`config.mk`:
```
export PLATFORM = sky130hd
export DESIGN_NAME = param_fifo
export DESIGN_NICKNAME = d
export VERILOG_FILES = /design/src/rtl/param_fifo.sv
export SDC_FILE = /design/constraint.sdc
export NUM_CORES = 1
export LEC_CHECK = 0
export BUFFER_PORTS_ARGS = -buffer_cell sky130_fd_sc_hd__buf_4
export CELL_PAD_IN_SITES_DETAIL_PLACEMENT = 1
export CELL_PAD_IN_SITES_GLOBAL_PLACEMENT = 1
export CORE_MARGIN = 8
export CORE_UTILIZATION = 45
export CTS_CLUSTER_SIZE = 25
export DETAILED_ROUTE_END_ITERATION = 8
export PLACE_DENSITY_LB_ADDON = 0.1
export SLEW_MARGIN = 20
export SYNTH_ARGS = -nofsm -noshare
export SYNTH_HDL_FRONTEND = slang
export SYNTH_SLANG_ARGS = --single-unit
```
`constraint.sdc`:
```
create_clock -name clk -period 2.33 [get_ports clk]
set_input_delay 0.233 -clock clk [delete_from_list [all_inputs] [get_ports clk]]
set_output_delay 0.233 -clock clk [all_outputs]
set_load 0.02 [all_outputs]
```
`src/rtl/param_fifo.sv`:
```
`default_nettype none
// ============================================================================
//  Module      : param_fifo
//  Description : Single-clock parameterised FIFO with registered or
//                first-word-fall-through read, level flags and sticky errors.
//  Revision    : 1.0 - initial release
// ============================================================================
module param_fifo #(
    parameter int WIDTH    = 8,
    parameter int DEPTH    = 8,
    parameter int AF_LEVEL = 6,
    parameter int AE_LEVEL = 2,
    parameter int FWFT     = 0
) (
    input  logic                     clk,
    input  logic                     rst,
    input  logic                     wr_en,
    input  logic [WIDTH-1:0]         wr_data,
    input  logic                     rd_en,
    input  logic                     err_clr,
    output logic [WIDTH-1:0]         rd_data,
    output logic [$clog2(DEPTH):0]   count,
    output logic                     full,
    output logic                     empty,
    output logic                     almost_full,
    output logic                     almost_empty,
    output logic                     overflow,
    output logic                     underflow
);

    localparam int             c_AW    = $clog2(DEPTH);
    localparam int             c_CW    = c_AW + 1;
    localparam logic [c_CW-1:0] c_FULL = c_CW'(DEPTH);
    localparam logic [c_CW-1:0] c_AF   = c_CW'(AF_LEVEL);
    localparam logic [c_CW-1:0] c_AE   = c_CW'(AE_LEVEL);

    logic [WIDTH-1:0] r_mem [DEPTH];
    logic [c_AW-1:0]  r_wr_ptr;
    logic [c_AW-1:0]  r_rd_ptr;
    logic [c_CW-1:0]  r_count;
    logic             r_overflow;
    logic             r_underflow;
    logic             w_wr_accept;
    logic             w_rd_accept;

    // Acceptance uses the pre-edge flags, so a full FIFO can still be read
    // and an empty one written on the same edge.
    assign w_wr_accept = wr_en && !full;
    assign w_rd_accept = rd_en && !empty;

    assign count        = r_count;
    assign full         = (r_count == c_FULL);
    assign empty        = (r_count == '0);
    assign almost_full  = (r_count >= c_AF);
    assign almost_empty = (r_count <= c_AE);
    assign overflow     = r_overflow;
    assign underflow    = r_underflow;

    always_ff @(posedge clk) begin
        if (!rst && w_wr_accept) begin
            r_mem[r_wr_ptr] <= wr_data;
        end
    end

    always_ff @(posedge clk) begin
        if (rst) begin
            r_wr_ptr    <= '0;
            r_rd_ptr    <= '0;
            r_count     <= '0;
            r_overflow  <= 1'b0;
            r_underflow <= 1'b0;
        end else begin
            if (w_wr_accept) begin
                r_wr_ptr <= r_wr_ptr + c_AW'(1);
            end
            if (w_rd_accept) begin
                r_rd_ptr <= r_rd_ptr + c_AW'(1);
            end
            case ({w_wr_accept, w_rd_accept})
                2'b10:   r_count <= r_count + c_CW'(1);
                2'b01:   r_count <= r_count - c_CW'(1);
                default: r_count <= r_count;
            endcase
            // A fresh error on the clearing edge wins over err_clr.
            r_overflow  <= (r_overflow  && !err_clr) || (wr_en && full);
            r_underflow <= (r_underflow && !err_clr) || (rd_en && empty);
        end
    end

    if (FWFT != 0) begin : g_fwft
        assign rd_data = r_mem[r_rd_ptr];
    end else begin : g_reg
        logic [WIDTH-1:0] r_rd_data;

        always_ff @(posedge clk) begin
            if (rst) begin
                r_rd_data <= '0;
            end else if (w_rd_accept) begin
                r_rd_data <= r_mem[r_rd_ptr];
            end
        end

        assign rd_data = r_rd_data;
    end

endmodule
`default_nettype wire

```
==> results.ini, run 1 <==
[logic_synthesis]
synthFlopType = edfxtp_1
yosys-top-cells-area = edfxtp_1 (56%), dfxtp_1 (12%), mux4_2 (11%)
ys_seq_area_share_pct = 68.2
synth_seq_cells = 84
async_flop_share_pct = 0
synth_area_per_cell_sq_um = 16.6
ys_types = 40
yosysMostFrequentCell = edfxtp_1
yosysWarnings = 0
synth_enable_flop_cells = 64
synth_fp_nets = 223
synth_area_sq_um = 3410
synth_cells = 205
synth_top_area_share_pct = 56.4
synth_area_leader_cell = edfxtp_1
synth.top_cells.by_count = edfxtp_1 (64), nor2_1 (23), dfxtp_1 (20)

[cts]
cts_root_buf = clkbuf_8
h-tree-depth = 3
cts_tree = done
cts_made_buffers = 9
cts_num_sinks = 84
insertion_delay_ns = 0.35
clk_pin_slew_worst_paths_ns = 0.09
clk_path_buf_depth = 2

[global_route]
grt_pass1_vias = 2092
grt_pass1_wl_mm = 11.6
grt_usage_pct = 15.3
grt_antenna_before_repair = 0
grt_max_degree = 26
grt_overflow = 0

[timing]
period_share_pct = 95.0
period_minus_slack_ns = 2.21
fin_ws_ns = 0.117
slew_viol_final = 0
skew_ns = 0.00683
finalHoldViolations = 0
max_freq_ghz = 0.452
tightest_slew_ns = 0.405
fin_hold_ws_ns = 0.110
relSlewSlack_pct = 72.7
setup-violations-final = 0
rsz0062_at_grt = false

[worst_setup_path]
cp-start-kind = flop
worstSetupPathType = reg2reg
crit_required_ns = 2.62
end_kind = flop
path_max_fanout = 6
cp.arrival_ns = 2.50

[final_layout]
n_fill_cell = 729
area_growth_pct = 20.1
nets = 275
final_core_util_pct = 56.1
stdcell_count = 361
insertedDiodeCount = 0
drive_above_1_share_pct = 42.0

[detailed_routing]
drc_errors = 0
vias = 1930
wl_mm = 7.38
wire_per_inst_um = 20.5
ant_nets = 0
drt_iter0_drc = 64
drt-pass1-iter-count = 4
drt-vias-per-instance = 5.35

[place]
gp_congestion = 0.781
hpwl_mm = 4.93
placed_cells = 335
io_buffer_count = 30
pre_cts_ws_ns = -0.0168

[floorplanning]
fp.dieArea_sq_um = 10600
die_y_um = 103
initial_utilization_pct = 46.7
coreArea_sq_um = 7290
die_w_um = 103
row_count = 31
io_pins = 31

[min_path]
min_path_type = in2reg

[power_and_ir_drop]
finalPower_uw = 4380
power-per-cell-area_nw_per_um2 = 1070
p_leak_uw = 0.00145
peakVddDrop_mv = 0.523

[flow_run]
cap_violations = 0

[outcome]
outcome = complete, no violations

==> report_power, final <==
group / total (uW) / switching, uW / internal (uW) / leakage, uW
combinational: 1520 / 812 / 711 / 0.000616
clock: 965 / 560 / 405 / 0.0000897
sequential: 1890 / 116 / 1770 / 0.000744
==> registers in the layout (all words and copies together), names as in the netlist <==
| register | flops |
|---|---|
| rd_data | 8 |
| r_mem | 64 |
| underflow | 1 |
| r_rd_ptr | 3 |
| count | 4 |
| overflow | 1 |
| r_wr_ptr | 3 |
==> worst max-delay path: stages (launching register included) <==
cell,delay (ns)
dfxtp_4,0.37
or4b_4,0.58
nand2_8,0.10
ha_4,0.15
xor2_2,0.14
ha_2,0.19
a21oi_2,0.04
xor2_1,0.14
or3_1,0.30
a21oi_1,0.12
==> final cells by class <==
cell class	instances	area, sq um	share of cell area (%)
flip-flops and latches	84	2330	57.0
multi-input cells	108	1050	25.6
repair buffers	53	403	9.84
clock buffers	9	124	3.03
well taps	99	124	3.03
clock inverters	7	60.1	1.47
inverters	1	3.75	0.0917
==> cell families (layout without fill, tap and decap cells) <==
kind of cell    after synthesis  count (layout)  synth area share (%)
compound gates               20              20                  3.82
xor+xnor                      7               7                  2.02
fa+ha+maj                     5               5                  1.84
buf+inv                      13              70                  2.57
flops                        84              84                  68.2
mux                          19              19                  11.5
simple gates                 57              57                  10.1
==> what timing repair did <==
item | CTS | global route
pin swaps | 2 | 5
buffers inserted | 1 | 9
setup endpoints to repair | 1 | 1
cloned | 0 | 0
hold buffers | 0 | 0
gates resized for setup | 0 | 4
==> per-layer routing <==
layer	share of wire [%]	track usage, %
met4	1.3	5.12
met2	54	26.8
met3	4.0	4.19
met1	40	17.5
met5	0	0
==> per-stage QoR <==
step | setup TNS [ns] | area (sq um)
final | 0 | 4090
after CTS | 0 | 4000
after global routing | 0 | 4090
after global placement | 0 | 3810
after detailed placement | -0.0168 | 3810
after floorplan | -0.0566 | 3460
==> worst paths after layout <==
path	from	endpoint	slack, ns	cells past startpoint
worst max register to register	count[2]	count[2]	0.12	9
worst min-delay path	wr_data[6]	r_mem[3][6]	0.11	1
worst max-delay path	count[2]	count[2]	0.12	9
worst min register to register	rd_data[0]	rd_data[0]	0.51	2
==> layout by cell type (no fill, tap or decap), drive strengths merged, types with 6 or more instances in the layout <==
cell type / instances
mux4: 16
dfxtp: 20
edfxtp: 64
buf: 52
nor2: 23
a21oi: 6
nand2: 6
clkbuf: 9
nor2b: 6
xor2: 6
nor3: 11
o22ai: 8
(Power assumes the default switching activity.)
==> run 2: changes to the inputs <==
--- a/config.mk
+++ b/config.mk
@@ -5,7 +5,7 @@
 export SDC_FILE = /design/constraint.sdc
 export NUM_CORES = 1
 export LEC_CHECK = 0
-export BUFFER_PORTS_ARGS = -buffer_cell sky130_fd_sc_hd__buf_4
+export BUFFER_PORTS_ARGS = -buffer_cell sky130_fd_sc_hd__buf_2
 export CELL_PAD_IN_SITES_DETAIL_PLACEMENT = 1
 export CELL_PAD_IN_SITES_GLOBAL_PLACEMENT = 1
 export CORE_MARGIN = 8
==> run 2 against run 1 <==
Cell count is 1.7% lower. First-iteration DRC count is 28% lower. Highest routed layer unchanged. Sequential share of layout area is 1.9 points higher. Die area stayed put. Critical endpoint unchanged. Critical path depth stayed put. Utilization is 1.7 points lower. Register-to-register slack hardly changed. Worst hold slack better by 0.034 ns. Non-clock buffer count is 6 lower.
==> results.ini, run 2 (synthesis results as in run 1) <==
[outcome]
outcome = complete, no violations

[floorplanning]
row_count = 31
io_pins = 31
initial_utilization_pct = 46.7
fp.dieArea_sq_um = 10600
coreArea_sq_um = 7290
die_w_um = 103
die_y_um = 103

[cts]
cts_made_buffers = 9
h-tree-depth = 3
clk_pin_slew_worst_paths_ns = 0.08
cts_tree = done
hold_buffers = 0
clk_path_buf_depth = 2
cts_root_buf = clkbuf_8
cts_num_sinks = 84
insertion_delay_ns = 0.35

[final_layout]
insertedDiodeCount = 0
nets = 269
drive_above_1_share_pct = 40.6
regMostFlops = r_mem
area_growth_pct = 16.5
largest_register_ffs = 64
stdcell_count = 355
most-common-layout-cells = edfxtp_1 (64), buf_2 (30), nor2_1 (23)
final_common_cell = edfxtp_1

[global_route]
grt_pass1_wl_mm = 11.3
grt_antenna_before_repair = 0
grt_pass1_vias = 2105
grt_overflow = 0
grt_usage_pct = 15.1
grt_max_degree = 26

[flow_run]
cap_violations = 0

[worst_setup_path]
crit_required_ns = 2.61
crit_start = count[2]
worstSetupPathType = reg2reg
end_kind = flop
path_max_fanout = 8
reg2reg_from = count[2]
cp.arrival_ns = 2.50
cp-start-kind = flop

[detailed_routing]
drt_iter0_drc = 46
drt-pass1-iter-count = 4
ant_nets = 0
wire_per_inst_um = 20.0
drt-vias-per-instance = 5.35
vias = 1901
wl_mm = 7.08
drc_errors = 0

[timing]
finalHoldViolations = 0
period_minus_slack_ns = 2.22
max_freq_ghz = 0.450
fin_setup_tns_ns = 0
tightest_slew_ns = 0.589
slew_viol_final = 0
rsz0062_at_grt = false
skew_ns = 0.0104
setup-violations-final = 0
relSlewSlack_pct = 60.8
period_share_pct = 95.3
fin_hold_ws_ns = 0.144

[place]
gp_congestion = 0.739
io_buffer_count = 30
hpwl_mm = 4.79
placed_cells = 335

[power_and_ir_drop]
power-per-cell-area_nw_per_um2 = 1060
peakVddDrop_mv = 0.474
p_leak_uw = 0.00139

[min_path]
min_path_type = in2reg
min_from = wr_data[3]

[run 2: cell count changes in the layout (fill, tap and decap cells not counted), moves of 2 or more]
cell	before	now
inv_8	2	0
buf_2	0	30
buf_4	52	17
clkinv_4	1	3
[run 2: per-stage QoR]
| step | power [uW] | util [%] | area (sq um) | setup slack [ns] |
|---|---|---|---|---|
| 5_1_grt | 4440 | 54.4 | 3970 | 0.00440 |
| 3_3_place_gp | 3200 | 51.3 | 3740 | 0.0981 |
| 2_1_floorplan | 2910 | - | 3460 | -0.0371 |
| 6_report | 4210 | 54.4 | 3970 | 0.110 |
| 3_5_place_dp | 3270 | 51.3 | 3740 | 0.0176 |
| 4_1_cts | 4220 | 53.9 | 3930 | 0.0334 |
[run 2: layout make-up]
type | instances | area (sq um)
Timing Repair Buffer | 47 | 278
Clock buffer | 10 | 138
Sequential cell | 84 | 2330
Inverter | 1 | 3.75
Clock inverter | 6 | 47.5
Fill cell | 728 | 3320
Multi-Input combinational cell | 108 | 1040
Tap cell | 99 | 124
[run 2: worst max-delay path: stages (launching register included)]
cell	delay, ns
dfxtp_4	0.38
or4b_4	0.57
nand2_8	0.11
ha_4	0.14
xor2_2	0.13
ha_2	0.17
a21oi_1	0.05
xor2_1	0.16
or3_1	0.31
a21oi_1	0.14
[run 2: timing repair]
item,4_1_cts,5_1_grt
pin swaps,1,3
setup endpoints to repair,1,1
buffers inserted,1,3
gates resized for setup,0,4
[run 2: routing by layer]
metal  global-route usage, %  part of all wire [%]  vias to the layer above
li1                        -                     -                      887
met1                    17.0                    42                      967
met2                    26.1                    53                       35
met3                    3.17                   3.3                       12
met4                    8.01                   2.0                        0
met5                       0                     0                        -
[run 2: power by group]
group          total, uW  internal [uW]  switching [uW]
clock network        949            423             526
registers           1890           1780             112
logic               1370            582             792
[run 2: worst paths after layout]
| path | to | slack (ns) | cells past startpoint |
|---|---|---|---|
| max | count[2] | 0.11 | 9 |
| min | r_mem[1][3] | 0.14 | 1 |
| max reg2reg | count[2] | 0.11 | 9 |
| min reg2reg | rd_data[5] | 0.50 | 2 |
